**src/rtl/lstat.sv**
```systemverilog
// lstat: load-status unit of the ALU program-flow group.
// On a start strobe, the 8-bit processor status register is sampled and
// formatted into a 20-bit write-back word. Each capture produces a
// one-cycle valid pulse one clock later.
// A history copy of the last sampled status is kept for change detection.
//
// Optional feature macro: LSTAT_POPCNT_EN
//   defined   : mode 2 appends a population count to the status byte.
//   undefined : mode 2 formats exactly like mode 0 (raw), and no
//               popcount logic exists.

module lstat (
    input  logic        clk,
    input  logic        rst,
    input  logic [7:0]  status_register,
    input  logic        start,
    input  logic [1:0]  mode,
    output logic [19:0] data_out,
    output logic        valid
);

    // Output format selector, decoded from the mode input.
    typedef enum logic [1:0] {
        MODE_RAW     = 2'd0,
        MODE_SWAP    = 2'd1,
        MODE_POPCNT  = 2'd2,
        MODE_HISTORY = 2'd3
    } mode_e;

    logic [19:0] data_out_q, data_out_d;
    logic        valid_q,    valid_d;
    logic [7:0]  prev_sr_q,  prev_sr_d;

    logic [19:0] formatted;
    logic        sr_changed;

`ifdef LSTAT_POPCNT_EN
    // Count the set bits of a status byte; the result is 0..8, so 4 bits suffice.
    function automatic logic [3:0] popcount8(input logic [7:0] v);
        logic [3:0] cnt;
        cnt = 4'd0;
        for (int i = 0; i < 8; i++) begin
            cnt = cnt + {3'b000, v[i]};
        end
        return cnt;
    endfunction
`endif

    // Format the live status byte according to the requested mode.
    always_comb begin
        formatted  = 20'h00000;
        sr_changed = (prev_sr_q != status_register);
        case (mode_e'(mode))
            MODE_RAW: begin
                formatted = {12'h000, status_register};
            end
            MODE_SWAP: begin
                formatted = {12'h000, status_register[3:0], status_register[7:4]};
            end
`ifdef LSTAT_POPCNT_EN
            MODE_POPCNT: begin
                formatted = {8'h00, status_register, popcount8(status_register)};
            end
`else
            MODE_POPCNT: begin
                formatted = {12'h000, status_register};
            end
`endif
            MODE_HISTORY: begin
                formatted = {prev_sr_q, status_register, 3'b000, sr_changed};
            end
            default: begin
                formatted = {12'h000, status_register};
            end
        endcase
    end

    // Capture a new word on start; otherwise hold the word and history and drop valid.
    always_comb begin
        data_out_d = data_out_q;
        prev_sr_d  = prev_sr_q;
        valid_d    = 1'b0;
        if (start) begin
            data_out_d = formatted;
            prev_sr_d  = status_register;
            valid_d    = 1'b1;
        end
    end

    // State registers; reset clears everything at once, independent of the clock.
    always_ff @(posedge clk or posedge rst) begin
        if (rst) begin
            data_out_q <= 20'h00000;
            valid_q    <= 1'b0;
            prev_sr_q  <= 8'h00;
        end else begin
            data_out_q <= data_out_d;
            valid_q    <= valid_d;
            prev_sr_q  <= prev_sr_d;
        end
    end

    assign data_out = data_out_q;
    assign valid    = valid_q;

endmodule

```
**config.mk**
```make
export PLATFORM = sky130hd
export DESIGN_NAME = lstat
export DESIGN_NICKNAME = d
export VERILOG_FILES = /design/src/rtl/lstat.sv
export SDC_FILE = /design/constraint.sdc
export NUM_CORES = 1
export LEC_CHECK = 0
export ABC_CLOCK_PERIOD_IN_PS = 1700
export CELL_PAD_IN_SITES_DETAIL_PLACEMENT = 2
export CELL_PAD_IN_SITES_GLOBAL_PLACEMENT = 2
export CORE_MARGIN = 1
export CORE_UTILIZATION = 31
export CTS_CLUSTER_SIZE = 16
export DETAILED_ROUTE_END_ITERATION = 16
export PLACE_DENSITY = 0.79
export SLEW_MARGIN = 20
export SYNTH_ARGS = -nofsm -noshare
export SYNTH_HDL_FRONTEND = slang
export SYNTH_SLANG_ARGS = --single-unit
```
**constraint.sdc**
```tcl
create_clock -name clk -period 1.7 [get_ports clk]
set_input_delay 0.17 -clock clk [delete_from_list [all_inputs] [get_ports clk]]
set_output_delay 0.17 -clock clk [all_outputs]
set_load 0.05 [all_outputs]
```
; Word level (Yosys, flattened, before mapping)
; Cells that the tools add are included.
; W data, S select, Z words.
[classes]
eq_ne = 4
mux = 2
n_reduce_logical = 2
[ops]
columns = cell, count
row1 = $pmux W20 S3, 1
row2 = $ne A8 B8 Y1, 1
row3 = $eq A2 B2 Y1 const B, 2
row4 = $eq A2 B1 Y1 const B, 1
row5 = $logic_not A2 Y1, 1
row6 = $reduce_or A2 Y1, 1
row7 = $mux W1, 1
[word_totals]
inputBits = 13
register_bits = 29
wordCells = 11
out_inout_bits = 21

; Longest topological paths before layout
; Gate-level depths: netlist of run 1.
[logic_depth]
depth_word = 3
depth_mapped = 5
depth_no_buf = 4

; Worst setup path after synthesis of run 1
; OpenSTA, ideal clock, no wires.
[synth_timing]
path_kind = register -> register
start = register prev_sr_q[6]
end = register data_out_q[0], in the netlist data_out[0]
required_ns = 1.569
setup_ns = 0.131
arrival_time_ns = 0.871
stages_incl_launch_ff = 5
n_path_buf = 0
synth_period_minus_slack_ns = 1.002
slack_ns = 0.698
cell_sequence = dfrtp_1 xnor2_1 nand4_1 nor4_1 a31oi_1
[synth_via]
elab_chain_cells = 2
[synth_rtl]
columns = item, line
row1 = "start, declared", 32  ; logic [7:0] prev_sr_q, prev_sr_d;
row2 = "start signal, assigned", 99  ; prev_sr_q <= prev_sr_d;
row3 = $ne A8 B8 Y1, 52  ; sr_changed = (prev_sr_q != status_register);
row4 = $pmux W20 S3, 53  ; case (mode_e'(mode))
row5 = "end signal, assigned", 97  ; data_out_q <= data_out_d;
row6 = "end, declared", 30  ; logic [19:0] data_out_q, data_out_d;
; No other way between the ends.
; A chain may end at the register's enable or synchronous reset.

; Final worst setup path of run 1
[layout_timing]
start = register data_out_q[6], in the netlist data_out[6]
end = output data_out[6]
[layout_rtl]
columns = item, line
row1 = "end, declared", 18  ; output logic [19:0] data_out,
; No word-level cell between the ends.

==> results of run 1 <==
==> cell usage after synthesis <==
library cell	number
sky130_fd_sc_hd__xnor2_1	3
sky130_fd_sc_hd__nor3b_1	1
sky130_fd_sc_hd__nand2b_1	2
sky130_fd_sc_hd__xor2_1	3
sky130_fd_sc_hd__nand2_1	12
sky130_fd_sc_hd__mux2_2	8
sky130_fd_sc_hd__nand3b_1	3
sky130_fd_sc_hd__nor2b_1	1
sky130_fd_sc_hd__nor4_1	1
sky130_fd_sc_hd__and3_2	1
sky130_fd_sc_hd__buf_4	1
sky130_fd_sc_hd__nand4_1	1
sky130_fd_sc_hd__nor2_2	1
sky130_fd_sc_hd__a31oi_1	3
sky130_fd_sc_hd__dfrtp_1	29
sky130_fd_sc_hd__o21ai_1	2
sky130_fd_sc_hd__inv_1	13
sky130_fd_sc_hd__buf_2	2
sky130_fd_sc_hd__mux2i_1	4
sky130_fd_sc_hd__nor2_1	7
sky130_fd_sc_hd__o21ai_0	14
sky130_fd_sc_hd__nand3_1	1
sky130_fd_sc_hd__a21oi_1	6
sky130_fd_sc_hd__buf_6	3
sky130_fd_sc_hd__and2b_2	1
==> registers in the layout, indices dropped and copies added, names as in the netlist <==
signal	cells
data_out	20
prev_sr_q	8
valid	1
==> area by class of cell <==
cell class | instances | area, µm² | area share
sequential | 29 | 726 | 0.409
multi-input combinational | 75 | 472 | 0.266
timing repair buffer | 43 | 383 | 0.216
clock buffer | 6 | 72.6 | 0.0409
tap | 50 | 62.6 | 0.0353
inverter | 13 | 48.8 | 0.0275
clock inverter | 2 | 10.0 | 0.00564
==> cell families (layout without fill, tap and decap cells) <==
group / after synthesis / count (layout)
AND/OR/NAND/NOR: 32 / 32
multiplexers: 12 / 12
XOR/XNOR: 6 / 6
flip-flops: 29 / 29
buffers and inverters: 19 / 64
AO/OA/AOI/OAI: 25 / 25
==> metal layers <==
metal	track usage	up-vias	wire [µm]
li1	-	490	-
met1	0.221	534	1490
met2	0.336	18	1970
met3	0.0565	8	126
met4	0.0798	0	80
met5	0	-	0
==> metrics by stage <==
| stage | utilization | setup WS, ns | cells | cell area [µm²] |
|---|---|---|---|---|
| 2_1_floorplan | - | 0.698 | 123 | 1300 |
| 3_3_place_gp | 0.423 | 0.191 | 210 | 1690 |
| 3_5_place_dp | 0.423 | 0.138 | 210 | 1690 |
| 4_1_cts | 0.444 | 0.0526 | 218 | 1770 |
| 5_1_grt | 0.444 | 0.0242 | 218 | 1770 |
| 6_report | 0.444 | 0.0730 | 218 | 1770 |
==> power by group through the flow <==
stage                     clock [µW]  combinational, µW  sequential, µW
after floorplan                    0                120             934
after detailed placement           0                416             805
final                            544                418             792
after CTS                        562                424             794
after global routing             597                446             800
after global placement             0                406             798
==> path summary, 6_finish.rpt <==
| path | depth (start not counted) | to | startpoint | slack (ns) |
|---|---|---|---|---|
| min in group clk | 2 | data_out[12] | data_out[12] | 0.53 |
| max in group asynchronous | 3 | data_out[6] | rst | 1.14 |
| min | 3 | data_out[19] | rst | 0.28 |
| max reg2reg | 4 | data_out[0] | prev_sr_q[1] | 0.42 |
| min reg2reg | 2 | data_out[12] | data_out[12] | 0.53 |
| max | 1 | data_out[6] | data_out[6] | 0.07 |
==> worst min-delay path, delay by kind of cell <==
family,cells,cell delay (ns)
buffers and inverters,3,0.81
==> reports/summary.txt, run 1 <==
DRC: 0
Top-area cell type share of the netlist area: 0.559
Number of rows created at floorplan: 23
Count of maximum capacitance violations: 0
CTS Hold Buffers Added: 0
Sequential share of the synthesized area: 0.559
Diode count: 0
Die height: 66.7 µm
Max clock buf depth: 2
Sequential cell fraction of total power: 0.452
Status: finished clean
Die Span X: 66.7 µm
Slew at the pin with the worst max-slew slack: 0.508 ns
Remaining antenna violation count after routing: 0
Critical path capture point type: output port
Final period utilization: 0.957
Crit Path Max Fanout: 2
Min Tclk post-route: 1.63 ns
Static Leakage: 0.000774 µW
Hold Path Class: primary input to async pin
Worst Path Arrival: 1.46 ns
Worst ir drop on vdd: 0.489 mV
Total Nets Final: 180
Switching power of the nets: 565 µW
Power consumption: 1750 µW
Relative contribution of combinational cells to total power: 0.238
Category of cells accounting for the largest share of critical-path delay: buffers and inverters
Power density cells: 988 mW/mm²
Number of buffers inserted by port buffering: 33
Master cell of the clock root buffer: sky130_fd_sc_hd__clkbuf_8
DIE AREA: 0.00445 mm²
Detail Placement HPWL: 2550 µm
Count of fill cells added during filler insertion: 437
Number of sinks on the clock net: 29
Highest-count cells in the layout ignoring fill and taps: sky130_fd_sc_hd__dfrtp_1 (29), sky130_fd_sc_hd__clkdlybuf4s50_1 (24), sky130_fd_sc_hd__buf_4 (19)
Setup Skew: 0.00343 ns
Total setup violations reported at the end of the flow: 0
Mapped Cells: 123
TritonCTS buffer count: 5
Post-detailed-routing wire length: 3660 µm
Area overhead of the layout relative to synthesis: 36.7%
Clock transition at the registers of the reported paths: 0.06 ns
Internal power component: 1190 µW
Buffers inserted during post-CTS setup optimization: 0
Number of warnings issued by yosys: 0
Maximum number of pins on one net before global-route repair: 30
Mux contribution to synthesized area: 0.100
Critical path launch point type: register
Required time of the critical path: 1.53 ns
Max H-tree Level: 2
Pins over their slew limit: 0
Area of the core: 0.00400 mm²
CP max stage cell: sky130_fd_sc_hd__clkdlybuf4s50_1
Xor and xnor fraction of the mapped netlist area: 0.0405
Fraction of layout cells with a size suffix above 1: 0.220
Initial cell density of the core: 0.324
First-pass GRT wire length: 6000 µm
Number of vias per cell after detailed routing: 4.82
Source-to-sink clock delay at the later pin of the worst-skew pair: 0.28 ns
CP Cell Sequence: clkdlybuf4s50_1
Post-route worst hold slack: 0.279 ns
Total grt overflow: 0
# resized after CTS: 0
Maximum clock frequency: 0.615 GHz
Number of nets in the synthesized netlist: 136
Relative slew margins: 0.660
Area fraction in and, or, nand and nor cells after synthesis: 0.123
Largest family of logic cells by synthesized area: simple AND/OR/NAND/NOR gates
Setup Crit Path Kind: register to output port
Synthesis-stage register bit count: 29
Biggest area contributors in the synthesized netlist: sky130_fd_sc_hd__dfrtp_1 (56%), sky130_fd_sc_hd__mux2_2 (6.9%), sky130_fd_sc_hd__o21ai_0 (5.4%), sky130_fd_sc_hd__inv_1 (3.8%), sky130_fd_sc_hd__nand2_1 (3.5%)
Leading cell type in the layout, fill and taps excluded: sky130_fd_sc_hd__dfrtp_1
Antenna violations before repair: 0
Count of buffering cells on the critical path with inverters included: 1
Area fraction in compound gates after synthesis: 0.0993
Initial drt markers: 22
Cell area after technology mapping: 0.00130 mm²
Adder and majority gate portion of the synthesized area: 0
I/O pin cnt: 34
Post-synthesis cell type count: 25
Global-route usage over all layers: 0.194
Unrepaired setup endpoints after global routing: false
Total Neg Setup Slack: 0 ns
Final hold violation count: 0
Mean instance size in the synthesized netlist: 10.5 µm²
Post-synth top area cell: sky130_fd_sc_hd__dfrtp_1
Number of iterations in the first detailed-routing pass: 4
Maximum single-stage delay on the critical path: 0.82 ns
Via count of the first global-routing pass: 1168
Final routed wire length divided by cell count: 16.8 µm
Weighted congestion at the end of routability-driven global placement: 0.766
Clock share of power: 0.310
Vias: 1050
Switching share of power: 0.322
CTS tree: done
Note: power is estimated with default switching activity, not from simulation.
==> run 2, diff against run 1 <==
CELL_PAD_IN_SITES_DETAIL_PLACEMENT = 0   (was 2)
CELL_PAD_IN_SITES_GLOBAL_PLACEMENT = 1   (was 2)
CORE_UTILIZATION = 35   (was 31)
PLACE_DENSITY = 0.74   (was 0.79)
==> run 2 against run 1 <==
First-iteration DRC count rose to 2.7 times the previous value. Critical endpoint is now data_out[0]. Final cell count is 4.6% lower. Core utilization grew 6.1 points. Largest cell class unchanged. Clock-buffer cell count grew 1. Sequential share of layout area grew 0.85 points. Sequential cell count is the same.
==> reports/summary.txt, run 2 (synthesis results as in run 1) <==
Max reg flops: 20
Slew at the pin with the worst max-slew slack: 0.498 ns
Antenna violations before repair: 0
Via count of the first global-routing pass: 967
Detail Placement HPWL: 1850 µm
Global-route usage over all layers: 0.154
Power consumption: 1740 µW
DRC: 0
Leading cell type in the layout, fill and taps excluded: sky130_fd_sc_hd__dfrtp_1
Weighted congestion at the end of routability-driven global placement: 0.758
Setup Crit Path Kind: register to output port
Vias: 969
Pins over their slew limit: 0
Fraction of layout cells with a size suffix above 1: 0.185
Crit Path Max Fanout: 2
Category of cells accounting for the largest share of critical-path delay: buffers and inverters
Die Span X: 62.9 µm
TritonCTS buffer count: 5
Final period utilization: 0.947
Hold Path Class: primary input to async pin
Number of sinks on the clock net: 29
Die height: 62.9 µm
Area of the core: 0.00344 mm²
Required time of the critical path: 1.53 ns
Min Tclk post-route: 1.61 ns
CP Cell Sequence: clkdlybuf4s50_1
Critical path capture point type: output port
CTS Hold Buffers Added: 0
# resized after CTS: 0
Number of buffers inserted by port buffering: 33
Maximum clock frequency: 0.621 GHz
Highest-count cells in the layout ignoring fill and taps: sky130_fd_sc_hd__dfrtp_1 (29), sky130_fd_sc_hd__clkdlybuf4s50_1 (25), sky130_fd_sc_hd__o21ai_0 (14)
Max clock buf depth: 2
Count of fill cells added during filler insertion: 336
Max H-tree Level: 2
Source-to-sink clock delay at the later pin of the worst-skew pair: 0.28 ns
Initial cell density of the core: 0.377
Post-detailed-routing wire length: 2580 µm
Status: finished clean
Count of buffering cells on the critical path with inverters included: 1
Setup Skew: 0.00634 ns
Sequential cell fraction of total power: 0.452
Maximum single-stage delay on the critical path: 0.80 ns
Worst Path Arrival: 1.44 ns
Clock transition at the registers of the reported paths: 0.06 ns
CP max stage cell: sky130_fd_sc_hd__clkdlybuf4s50_1
Unrepaired setup endpoints after global routing: false
Total setup violations reported at the end of the flow: 0
Power density cells: 1000 mW/mm²
Worst ir drop on vdd: 0.462 mV
Count of maximum capacitance violations: 0
Relative contribution of combinational cells to total power: 0.226
Critical path launch point type: register
Internal power component: 1220 µW
DIE AREA: 0.00395 mm²
Initial drt markers: 59
Total Neg Setup Slack: 0 ns
Relative slew margins: 0.667
Total Nets Final: 175
Master cell of the clock root buffer: sky130_fd_sc_hd__clkbuf_8
Switching power of the nets: 520 µW
Number of vias per cell after detailed routing: 4.66
Static Leakage: 0.000748 µW
Switching share of power: 0.299
Remaining antenna violation count after routing: 0
Final routed wire length divided by cell count: 12.4 µm
Area overhead of the layout relative to synthesis: 33.9%
CTS tree: done
Number of rows created at floorplan: 21
Buffers inserted during post-CTS setup optimization: 0
Diode count: 0
Final hold violation count: 0
Number of iterations in the first detailed-routing pass: 4
Maximum number of pins on one net before global-route repair: 30
I/O pin cnt: 34
Total grt overflow: 0
First-pass GRT wire length: 4560 µm
Clock share of power: 0.321
-- run 2: routing by layer --
layer | part of all wire | vias to the layer above | track usage
met5 | 0 | - | 0
met4 | 0.021 | 0 | 0.0785
met3 | 0.059 | 7 | 0.0602
met2 | 0.43 | 30 | 0.218
met1 | 0.49 | 450 | 0.201
li1 | - | 482 | -
-- run 2: power by group through the flow --
stage	Combinational, µW	Sequential (µW)	Clock [µW]
global route	423	795	619
global placement	396	798	0
finish	394	787	558
CTS	398	788	571
floorplan	120	934	0
detailed placement	397	800	0
-- run 2: final timing paths --
kind / from / endpoint / slack (ns) / cells after the start
setup / recovery: data_out[0] / data_out[0] / 0.09 / 1
hold / removal: rst / data_out[9] / 0.27 / 3
setup reg to reg: prev_sr_q[6] / data_out[0] / 0.54 / 4
hold reg to reg: data_out[9] / data_out[9] / 0.52 / 2
max in group asynchronous: rst / data_out[15] / 1.16 / 3
min in group clk: data_out[9] / data_out[9] / 0.52 / 2
-- run 2: final cells by class --
type / count / area (µm²) / area share
clock buffer: 7 / 86.3 / 0.0497
inverter: 13 / 48.8 / 0.0281
multi-input combinational: 75 / 472 / 0.271
sequential: 29 / 726 / 0.418
tap: 46 / 57.6 / 0.0331
timing repair buffer: 38 / 348 / 0.200
-- run 2: through the flow --
step	cell area, µm²	instances	hold WS (ns)	setup WS [ns]	utilization
3_5_place_dp	1650	201	0.513	0.217	0.480
3_3_place_gp	1650	201	0.505	0.223	0.480
4_1_cts	1740	208	0.286	0.0781	0.505
5_1_grt	1740	208	0.297	0.0388	0.505
2_1_floorplan	1300	123	0.201	0.698	-
6_report	1740	208	0.270	0.0894	0.505
